--- src/rtl/pwm_fade_sequencer_if.sv ---
// Control/config and PWM-core signal bundle for pwm_fade_sequencer.
// master = LED control + PWM core side, slave = the sequencer.
interface pwm_fade_sequencer_if #(
    parameter int WIDTH = 16,
    parameter int CNT_W = 16
);
    logic             start;
    logic             abort;
    logic [WIDTH-1:0] cfg_period;
    logic [WIDTH-1:0] cfg_min;
    logic [WIDTH-1:0] cfg_max;
    logic [WIDTH-1:0] cfg_step;
    logic [CNT_W-1:0] cfg_div;
    logic [CNT_W-1:0] cfg_hold;
    logic             pwm_period_end;
    logic [WIDTH-1:0] duty_cycle;
    logic [WIDTH-1:0] period;
    logic             busy;
    logic             done;

    modport master (
        output start, abort, cfg_period, cfg_min, cfg_max,
        output cfg_step, cfg_div, cfg_hold, pwm_period_end,
        input  duty_cycle, period, busy, done
    );

    modport slave (
        input  start, abort, cfg_period, cfg_min, cfg_max,
        input  cfg_step, cfg_div, cfg_hold, pwm_period_end,
        output duty_cycle, period, busy, done
    );
endinterface

--- src/rtl/pwm_fade_sequencer.sv ---
// Breathing-profile sequencer driving a PWM core's duty/period at period boundaries.
// Define PWM_FADE_LOOP_EN to repeat the profile until abort instead of single-shot.
module pwm_fade_sequencer #(
    parameter int WIDTH = 16,
    parameter int CNT_W = 16
) (
    input  logic                 clk,
    input  logic                 rst,
    pwm_fade_sequencer_if.slave  sif
);

    typedef enum logic [2:0] {
        S_IDLE,
        S_RAMP_UP,
        S_HOLD_HI,
        S_RAMP_DN,
        S_HOLD_LO
    } state_t;

    state_t           r_state;
    state_t           w_state_nxt;
    logic [WIDTH-1:0] r_duty;
    logic [WIDTH-1:0] w_duty_nxt;
    logic [WIDTH-1:0] r_period;
    logic [WIDTH-1:0] r_min;
    logic [WIDTH-1:0] r_max;
    logic [WIDTH-1:0] r_step;
    logic [CNT_W-1:0] r_div;
    logic [CNT_W-1:0] r_hold;
    logic [CNT_W-1:0] r_div_cnt;
    logic [CNT_W-1:0] w_div_cnt_nxt;
    logic [CNT_W-1:0] r_hold_cnt;
    logic [CNT_W-1:0] w_hold_cnt_nxt;
    logic             r_busy;
    logic             r_done;
    logic             w_done_nxt;
    logic             w_fin;
    logic             w_load;
    logic             w_tick;
    logic             w_up_sat;
    logic             w_hold_last;
    logic             w_hold_nz;
    logic [WIDTH-1:0] w_cfg_max;
    logic [WIDTH-1:0] w_cfg_min;
    logic [WIDTH-1:0] w_dn_val;
    logic [WIDTH:0]   w_up_sum;
    logic [WIDTH:0]   w_dn_floor;
    logic [CNT_W:0]   w_div_inc;
    logic [CNT_W:0]   w_hold_inc;

    // Peak can never exceed the period, floor never exceeds the peak.
    assign w_cfg_max = (sif.cfg_max < sif.cfg_period) ?
                       sif.cfg_max : sif.cfg_period;
    assign w_cfg_min = (sif.cfg_min < w_cfg_max) ?
                       sif.cfg_min : w_cfg_max;

    assign w_load = (r_state == S_IDLE) && sif.start && !sif.abort;

    assign w_div_inc   = {1'b0, r_div_cnt} + 1'b1;
    assign w_tick      = (r_state != S_IDLE) && sif.pwm_period_end &&
                         (w_div_inc >= {1'b0, r_div});
    assign w_hold_inc  = {1'b0, r_hold_cnt} + 1'b1;
    assign w_hold_last = w_hold_inc >= {1'b0, r_hold};
    assign w_hold_nz   = r_hold != '0;

    assign w_up_sum   = {1'b0, r_duty} + {1'b0, r_step};
    assign w_up_sat   = w_up_sum >= {1'b0, r_max};
    assign w_dn_floor = {1'b0, r_min} + {1'b0, r_step};
    assign w_dn_val   = ({1'b0, r_duty} >= w_dn_floor) ?
                        (r_duty - r_step) : r_min;

    always_comb begin
        w_state_nxt    = r_state;
        w_duty_nxt     = r_duty;
        w_div_cnt_nxt  = r_div_cnt;
        w_hold_cnt_nxt = r_hold_cnt;
        w_done_nxt     = 1'b0;
        w_fin          = 1'b0;

        if (sif.pwm_period_end && (r_state != S_IDLE))
            w_div_cnt_nxt = w_tick ? '0 : w_div_inc[CNT_W-1:0];

        unique case (r_state)
            S_IDLE: begin
                if (w_load) begin
                    w_duty_nxt  = w_cfg_min;
                    w_state_nxt = S_RAMP_UP;
                end
            end
            S_RAMP_UP: begin
                if (w_tick) begin
                    if (w_up_sat) begin
                        w_duty_nxt  = r_max;
                        w_state_nxt = w_hold_nz ? S_HOLD_HI : S_RAMP_DN;
                    end else begin
                        w_duty_nxt = w_up_sum[WIDTH-1:0];
                    end
                end
            end
            S_HOLD_HI: begin
                if (w_tick) begin
                    if (w_hold_last)
                        w_state_nxt = S_RAMP_DN;
                    else
                        w_hold_cnt_nxt = w_hold_inc[CNT_W-1:0];
                end
            end
            S_RAMP_DN: begin
                if (w_tick) begin
                    w_duty_nxt = w_dn_val;
                    if (w_dn_val == r_min) begin
                        if (w_hold_nz)
                            w_state_nxt = S_HOLD_LO;
                        else
                            w_fin = 1'b1;
                    end
                end
            end
            S_HOLD_LO: begin
                if (w_tick) begin
                    if (w_hold_last)
                        w_fin = 1'b1;
                    else
                        w_hold_cnt_nxt = w_hold_inc[CNT_W-1:0];
                end
            end
            default: w_state_nxt = S_IDLE;
        endcase

        if (w_fin) begin
            w_done_nxt = 1'b1;
            w_duty_nxt = r_min;
`ifdef PWM_FADE_LOOP_EN
            w_state_nxt = S_RAMP_UP;
`else
            w_state_nxt = S_IDLE;
`endif
        end

        // Every state entry restarts both the divider and dwell count.
        if (w_state_nxt != r_state) begin
            w_div_cnt_nxt  = '0;
            w_hold_cnt_nxt = '0;
        end

        if (sif.abort) begin
            w_state_nxt    = S_IDLE;
            w_duty_nxt     = '0;
            w_done_nxt     = 1'b0;
            w_div_cnt_nxt  = '0;
            w_hold_cnt_nxt = '0;
        end
    end

    always_ff @(posedge clk or posedge rst) begin
        if (rst) begin
            r_state    <= S_IDLE;
            r_duty     <= '0;
            r_div_cnt  <= '0;
            r_hold_cnt <= '0;
            r_busy     <= 1'b0;
            r_done     <= 1'b0;
        end else begin
            r_state    <= w_state_nxt;
            r_duty     <= w_duty_nxt;
            r_div_cnt  <= w_div_cnt_nxt;
            r_hold_cnt <= w_hold_cnt_nxt;
            r_busy     <= (w_state_nxt != S_IDLE);
            r_done     <= w_done_nxt;
        end
    end

    always_ff @(posedge clk or posedge rst) begin
        if (rst) begin
            r_period <= '0;
            r_min    <= '0;
            r_max    <= '0;
            r_step   <= '0;
            r_div    <= '0;
            r_hold   <= '0;
        end else if (w_load) begin
            r_period <= sif.cfg_period;
            r_min    <= w_cfg_min;
            r_max    <= w_cfg_max;
            r_step   <= (sif.cfg_step == '0) ? WIDTH'(1) : sif.cfg_step;
            r_div    <= (sif.cfg_div == '0) ? CNT_W'(1) : sif.cfg_div;
            r_hold   <= sif.cfg_hold;
        end
    end

    assign sif.duty_cycle = r_duty;
    assign sif.period     = r_period;
    assign sif.busy       = r_busy;
    assign sif.done       = r_done;

endmodule

--- src/flat_wrapper.sv ---
// flat-port wrapper written by rule: the top's interface ports become plain ports
module pwm_fade_sequencer_flat 
#(
    parameter int WIDTH = 16,
    parameter int CNT_W = 16
)
  (clk, rst, sif_start, sif_abort, sif_cfg_period, sif_cfg_min, sif_cfg_max, sif_cfg_step, sif_cfg_div, sif_cfg_hold, sif_pwm_period_end, sif_duty_cycle, sif_period, sif_busy, sif_done);
  pwm_fade_sequencer_if #(.WIDTH(WIDTH), .CNT_W(CNT_W)) sif_i ();
  input  logic clk;
  input  logic rst;
  input wire logic [$bits(sif_i.start)-1:0] sif_start;
  input wire logic [$bits(sif_i.abort)-1:0] sif_abort;
  input wire logic [$bits(sif_i.cfg_period)-1:0] sif_cfg_period;
  input wire logic [$bits(sif_i.cfg_min)-1:0] sif_cfg_min;
  input wire logic [$bits(sif_i.cfg_max)-1:0] sif_cfg_max;
  input wire logic [$bits(sif_i.cfg_step)-1:0] sif_cfg_step;
  input wire logic [$bits(sif_i.cfg_div)-1:0] sif_cfg_div;
  input wire logic [$bits(sif_i.cfg_hold)-1:0] sif_cfg_hold;
  input wire logic [$bits(sif_i.pwm_period_end)-1:0] sif_pwm_period_end;
  output wire logic [$bits(sif_i.duty_cycle)-1:0] sif_duty_cycle;
  output wire logic [$bits(sif_i.period)-1:0] sif_period;
  output wire logic [$bits(sif_i.busy)-1:0] sif_busy;
  output wire logic [$bits(sif_i.done)-1:0] sif_done;
  assign sif_i.start = sif_start;
  assign sif_i.abort = sif_abort;
  assign sif_i.cfg_period = sif_cfg_period;
  assign sif_i.cfg_min = sif_cfg_min;
  assign sif_i.cfg_max = sif_cfg_max;
  assign sif_i.cfg_step = sif_cfg_step;
  assign sif_i.cfg_div = sif_cfg_div;
  assign sif_i.cfg_hold = sif_cfg_hold;
  assign sif_i.pwm_period_end = sif_pwm_period_end;
  assign sif_duty_cycle = sif_i.duty_cycle;
  assign sif_period = sif_i.period;
  assign sif_busy = sif_i.busy;
  assign sif_done = sif_i.done;
  pwm_fade_sequencer #(.WIDTH(WIDTH), .CNT_W(CNT_W)) u_core (.clk(clk), .rst(rst), .sif(sif_i));
endmodule
--- config.mk ---
export PLATFORM = sky130hd
export DESIGN_NAME = pwm_fade_sequencer_flat
export DESIGN_NICKNAME = d
export VERILOG_FILES = /design/src/rtl/pwm_fade_sequencer_if.sv /design/src/rtl/pwm_fade_sequencer.sv /design/src/flat_wrapper.sv
export SDC_FILE = /design/constraint.sdc
export NUM_CORES = 1
export LEC_CHECK = 0
export CAP_MARGIN = 10
export CELL_PAD_IN_SITES_DETAIL_PLACEMENT = 1
export CELL_PAD_IN_SITES_GLOBAL_PLACEMENT = 1
export CORE_MARGIN = 8
export CORE_UTILIZATION = 41
export CTS_BUF_LIST = sky130_fd_sc_hd__clkbuf_8
export DETAILED_ROUTE_END_ITERATION = 6
export PLACE_DENSITY = 0.78
export SLEW_MARGIN = 20
export SYNTH_ARGS = -nofsm -noshare
export SYNTH_HDL_FRONTEND = slang
export SYNTH_SLANG_ARGS = --single-unit
export TNS_END_PERCENT = 20
--- constraint.sdc ---
create_clock -name clk -period 14.27 [get_ports clk]
set_input_delay 2.854 -clock clk [delete_from_list [all_inputs] [get_ports clk]]
set_output_delay 2.854 -clock clk [all_outputs]
set_load 0.03 [all_outputs]
Word-level counts from Yosys, hierarchy flattened
Cells that the tools add are included.
{"block": "totals", "reg_bits": 149, "inputBits": 101, "output_inout_bits": 34}
{"block": "classes", "addsub": 5, "order_cmp": 6, "eq_ne": 10, "mux": 41, "reduce_logical": 18}
{"operator": "$mux W16", "n": 20}
{"operator": "$ge A17 B16 Y1", "n": 3}
{"operator": "$pmux W16 S3", "n": 1}
{"operator": "$add A16 B1 Y17 const B", "n": 2}
{"operator": "$add A16 B16 Y17", "n": 2}
{"operator": "$logic_not A16 Y1", "n": 2}
{"operator": "$lt A16 B16 Y1", "n": 2}
{"operator": "$mux W3", "n": 10}
{"operator": "$ge A16 B17 Y1", "n": 1}
{"operator": "$eq A16 B16 Y1", "n": 1}
{"operator": "$reduce_bool A16 Y1", "n": 1}
{"operator": "$sub A16 B16 Y16", "n": 1}
{"operator": "$pmux W3 S5", "n": 1}
{"operator": "$reduce_bool A3 Y1", "n": 5}
{"operator": "$ne A4 B2 Y1 const B", "n": 3}
{"operator": "$mux W1", "n": 8}
{"operator": "$eq A3 B2 Y1 const B", "n": 2}
{"operator": "$reduce_bool A5 Y1", "n": 1}
{"operator": "$logic_and A1 B1 Y1", "n": 4}
{"operator": "$reduce_and A4 Y1", "n": 1}
{"operator": "$eq A3 B1 Y1 const B", "n": 1}
{"operator": "$eq A3 B3 Y1 const B", "n": 1}
{"operator": "$logic_not A3 Y1", "n": 1}
{"operator": "$ne A3 B3 Y1", "n": 1}
{"operator": "5 further kinds", "n": 5}

Longest topological paths before layout
{"block": "logic_depth", "ltp_word": 11, "ltp_mapped": 25, "ltp_nobuf": 23}

Least setup slack after synthesis
Ideal clock, no wire load.
{"block": "synth_path", "path_kind": "input to register", "from": "in sif_cfg_period[4]", "to": "reg u_core.r_duty[3], in the netlist u_core.sif.duty_cycle[3]", "arrival_ns": 7.090, "setup_slack_ns": 7.062, "path_stages": 22, "n_path_buf": 2, "path_cell_list": "inv_1 > ha_1 > a21o_1 > a21o_1 > a21oi_1 > o221a_2 > o21ai_1 > clkbuf_1 > mux2i_1 > ha_1 > a21o_1 > a21o_1 > a21oi_1 > o21ai_0 > o31a_1 > a21oi_1 > o211ai_1 > clkbuf_1 > nor2_1 > a211oi_1 > a221o_1 > a21o_1"}
{"block": "synth_between", "elab_chain_cells": 8}
{"element": "start: declaration", "line": "flat_wrapper.sv:13", "rtl": "input wire logic [$bits(sif_i.cfg_period)-1:0] sif_cfg_period;"}
{"element": "$lt A16 B16 Y1", "line": "pwm_fade_sequencer.sv:52", "rtl": "assign w_cfg_max = (sif.cfg_max < sif.cfg_period) ?"}
{"element": "$mux W16 *", "line": "pwm_fade_sequencer.sv:52"}
{"element": "$lt A16 B16 Y1", "line": "pwm_fade_sequencer.sv:54", "rtl": "assign w_cfg_min = (sif.cfg_min < w_cfg_max) ?"}
{"element": "$mux W16 *", "line": "pwm_fade_sequencer.sv:54"}
{"element": "$mux W16 *", "line": "pwm_fade_sequencer.sv:85", "rtl": "if (w_load) begin"}
{"element": "$pmux W16 S3 *", "line": "pwm_fade_sequencer.sv:83", "rtl": "unique case (r_state)"}
{"element": "$mux W16 *", "line": "pwm_fade_sequencer.sv:130", "rtl": "if (w_fin) begin"}
{"element": "$mux W16 *", "line": "pwm_fade_sequencer.sv:146", "rtl": "if (sif.abort) begin"}
{"element": "end signal: assignment", "line": "pwm_fade_sequencer.sv:165", "rtl": "r_duty <= w_duty_nxt;"}
{"element": "end: declaration", "line": "pwm_fade_sequencer.sv:22", "rtl": "logic [WIDTH-1:0] r_duty;"}
Every way passes the cells marked *; elsewhere a longest branch is shown, timed or not. The select of a mux whose other input is x is not followed.
A chain may end at the register's enable or synchronous reset.

Worst setup path after layout
{"block": "layout_path", "from": "in sif_cfg_period[5]", "to": "reg u_core.r_duty[13], in the netlist u_core.sif.duty_cycle[13]"}
The elaborated chain is that of the path after synthesis.

==> metrics.txt <==
status=completed; largest net degree at the start of global routing=98; post_cts resized=0; H-tree levels=4; area leader, netlist=dfrtp_1; IO buf count=around 130; antenna-violating nets left=0; Switching Fraction=~44%; ys flop type=dfrtp_1; total gr overflow=0; Vias/cell=5.77; mean post-synth cell area=between 8 and 9 um^2; Crit Reg-Reg Startpoint=u_core.r_min[1]; Mapped Area=~13,000 um^2; Synthesized Nets=~1,700; total of max-cap violations=0; Synth-to-Final Area Change=16.5%; Post-synth EDFFs=0; CORE AREA=between 30,000 and 40,000 um^2; cell types occupying the most area after synthesis=dfrtp_1, ha_1, o21ai_0; Final Wtd Congestion=~0.88; count of final setup violators=0; R2R Setup Slk=between 7 and 8 ns; Post-DP HPWL=31,700 um; register area share after synthesis=around 30%; Slew @ Worst Pin=roughly 1.1 ns; final hold vios=0; Setup crit start=sif_cfg_period[5]; hold-fix buffers at CTS=0; Multi-input gate area=slightly above 8000 um^2; combinational share of power=roughly half; CP Class=in2reg; total CTS buffers=17; Critical Path Start Type=input port; Max Clk Rate=approximately 130 MHz; vias in the first global route=approximately 12,000; CTS sink count=around 150; Power per Cell Area=128 nW/um^2; routed vias=about 12,000; highest-delay cell along the critical path=o21ai_2; clk_skew=~0.014 ns; WL/cell=20.3 um; most frequent cells after synthesis=nand2_1, o21ai_0, dfrtp_1; synth warn=0; Slew Viols, Final=0; total negative slack=0 ns; crit path time final=approximately 7.6 ns; Critical Path RT=14.64 ns; global-route wire length before repair=65,700 um; synthesized instance count=~1,500; Setup crit end=u_core.sif.duty_cycle[13]; max incr delay on CP=roughly 0.8 ns; initial antenna violation count=0; RSZ-0062 raised after global routing=no; DRT iter0 DRCs=slightly above 600; CP arrival=~8.0 ns; Worst R2R End=u_core.r_hold_cnt[1]; drt total wl=around 41,000 um; post-synth cell types=between 70 and 80; HP Class=reg2reg; critical path capture point type=flop; Final nets=between 1,500 and 2,000; Reg area=3730 um^2; Net Switching=slightly above 800 uW; Die ar.=around 36,000 um^2; Tcrit/Tclk final=a little over half; FP Rows=64; crit-path max FO=30; P_leak=about 6.7 nW; GRT Total Usage=22.4%; Hold Crit Start=u_core.r_max[10]; synthesized flop and latch total=approximately 150; Yosys top cell area share=a little under 30%; post-CTS setup buffer count=0; top-count cell post-synth=nand2_1; CTS tree=done; Skew-Pair Late Insertion Delay=around 0.48 ns; initial core utilization=41.3%; Residual DRC=0; Reg clk slew, reported paths=roughly 0.090 ns; # IOs=between 100 and 150; Pre-antenna DRT Iters=5; root buf cell=clkbuf_8; fillers=around 3,600; final core occ=48.1%; crit path cell chain=clkdlybuf4s50_1 > inv_1 > ha_1 > and3_1 > nand3_1 > o221a_2 > o21ai_2 > mux2i_1 > ha_1 > a21o_1 > a21o_1 > a21oi_1 > o21ai_0 > o31a_1 > a21oi_1 > o211ai_1 > buf_4 > o21ai_0 > a221oi_1 > a221o_1; Clk pwr share=between 10% and 20%; worst-case clock buffer depth=2; proportion of layout cells with a drive suffix above 1=4.87%; Die Span X=191 um; Flop pwr share=between 20 and 30%; VDD IR-drop max=slightly above 0.00005 V; r2r worst-path depth=24; diode count=0; Internal Power=between 1 and 1.5 mW; die height=~190 um; Slew headroom=28.2%; share of flip-flops with an asynchronous set or reset=100%
-- final cells by class --
class,instances,area share (%)
Tap cell,396,3.40
Sequential cell,149,25.6
Clock buffer,18,1.70
Multi-Input combinational cell,1161,55.4
Timing Repair Buffer,148,9.94
Inverter,111,2.89
Clock inverter,14,1.13
-- stage by stage --
step | area [um^2] | power (mW) | hold WS [ns] | std cells | worst slack, ns
floorplan | 12500 | 1.22 | 0.450 | 1495 | 7.06
global placement | 14200 | 1.47 | 0.462 | 1965 | 6.40
detailed placement | 14200 | 1.51 | 0.473 | 1965 | 6.24
CTS | 14600 | 1.87 | 0.494 | 1997 | 6.71
global route | 14600 | 2.01 | 0.520 | 1997 | 6.39
finish | 14600 | 1.87 | 0.488 | 1997 | 6.67
-- worst max-delay path, delay by kind of cell --
kind / cells / cell delay [ns]
multiplexers: 1 / 0.40
adder cells (fa/ha/maj): 2 / 0.60
buffers and inverters: 3 / 0.81
AO/OA/AOI/OAI: 12 / 3.07
AND/OR/NAND/NOR: 2 / 0.24
-- flip-flops by register name, summed over array words and instances (netlist names), 16 cells and up --
signal                 cells
u_core.r_div              16
u_core.r_div_cnt          16
u_core.r_hold             16
u_core.r_hold_cnt         16
u_core.r_max              16
u_core.r_min              16
u_core.r_step             16
u_core.sif.duty_cycle     16
u_core.sif.period         16
-- worst min-delay path by stage --
stage,end,slack (ns),cells after the start
2_1_floorplan,u_core.r_max[10],0.45,2
3_3_place_gp,u_core.r_max[4],0.46,2
3_5_place_dp,u_core.r_max[10],0.47,2
4_1_cts,u_core.r_max[10],0.49,2
5_1_grt,u_core.r_max[14],0.52,2
6_report,u_core.r_max[10],0.49,2
-- power groups by stage --
| stage | Combinational (mW) | Sequential (mW) | Clock [mW] |
|---|---|---|---|
| after global placement | 0.913 | 0.556 | 0 |
| after global routing | 1.06 | 0.562 | 0.382 |
| after detailed placement | 0.949 | 0.560 | 0 |
| after floorplan | 0.659 | 0.557 | 0 |
| final | 0.959 | 0.554 | 0.356 |
| after CTS | 0.957 | 0.552 | 0.364 |
-- cell families after synthesis --
family	after synthesis	share of synthesized area, %
AND/OR/NAND/NOR	452	17.1
adder cells (fa/ha/maj)	146	14.8
multiplexers	29	2.40
AO/OA/AOI/OAI	436	22.6
flip-flops	149	29.8
buffers and inverters	185	5.96
XOR/XNOR	98	7.41
-- cells in the final DEF, fill, tap and decap left out, types with 50 or more instances in the layout --
| cell type | count |
|---|---|
| o21ai_0 | 153 |
| ha_1 | 143 |
| dfrtp_1 | 149 |
| xnor2_1 | 50 |
| nor2_1 | 84 |
| inv_1 | 110 |
| a21oi_1 | 78 |
| clkdlybuf4s50_1 | 134 |
| nand2_1 | 180 |
-- layer usage --
| metal | GRT usage [%] | wire length, um | vias up | part of all wire, % |
|---|---|---|---|---|
| li1 | - | - | 5547 | - |
| met1 | 31.1 | 19700 | 5643 | 49 |
| met2 | 34.9 | 17700 | 284 | 44 |
| met3 | 4.55 | 2310 | 55 | 5.7 |
| met4 | 6.26 | 819 | 0 | 2.0 |
| met5 | 0 | 0 | - | 0 |
(Power assumes the default switching activity.)
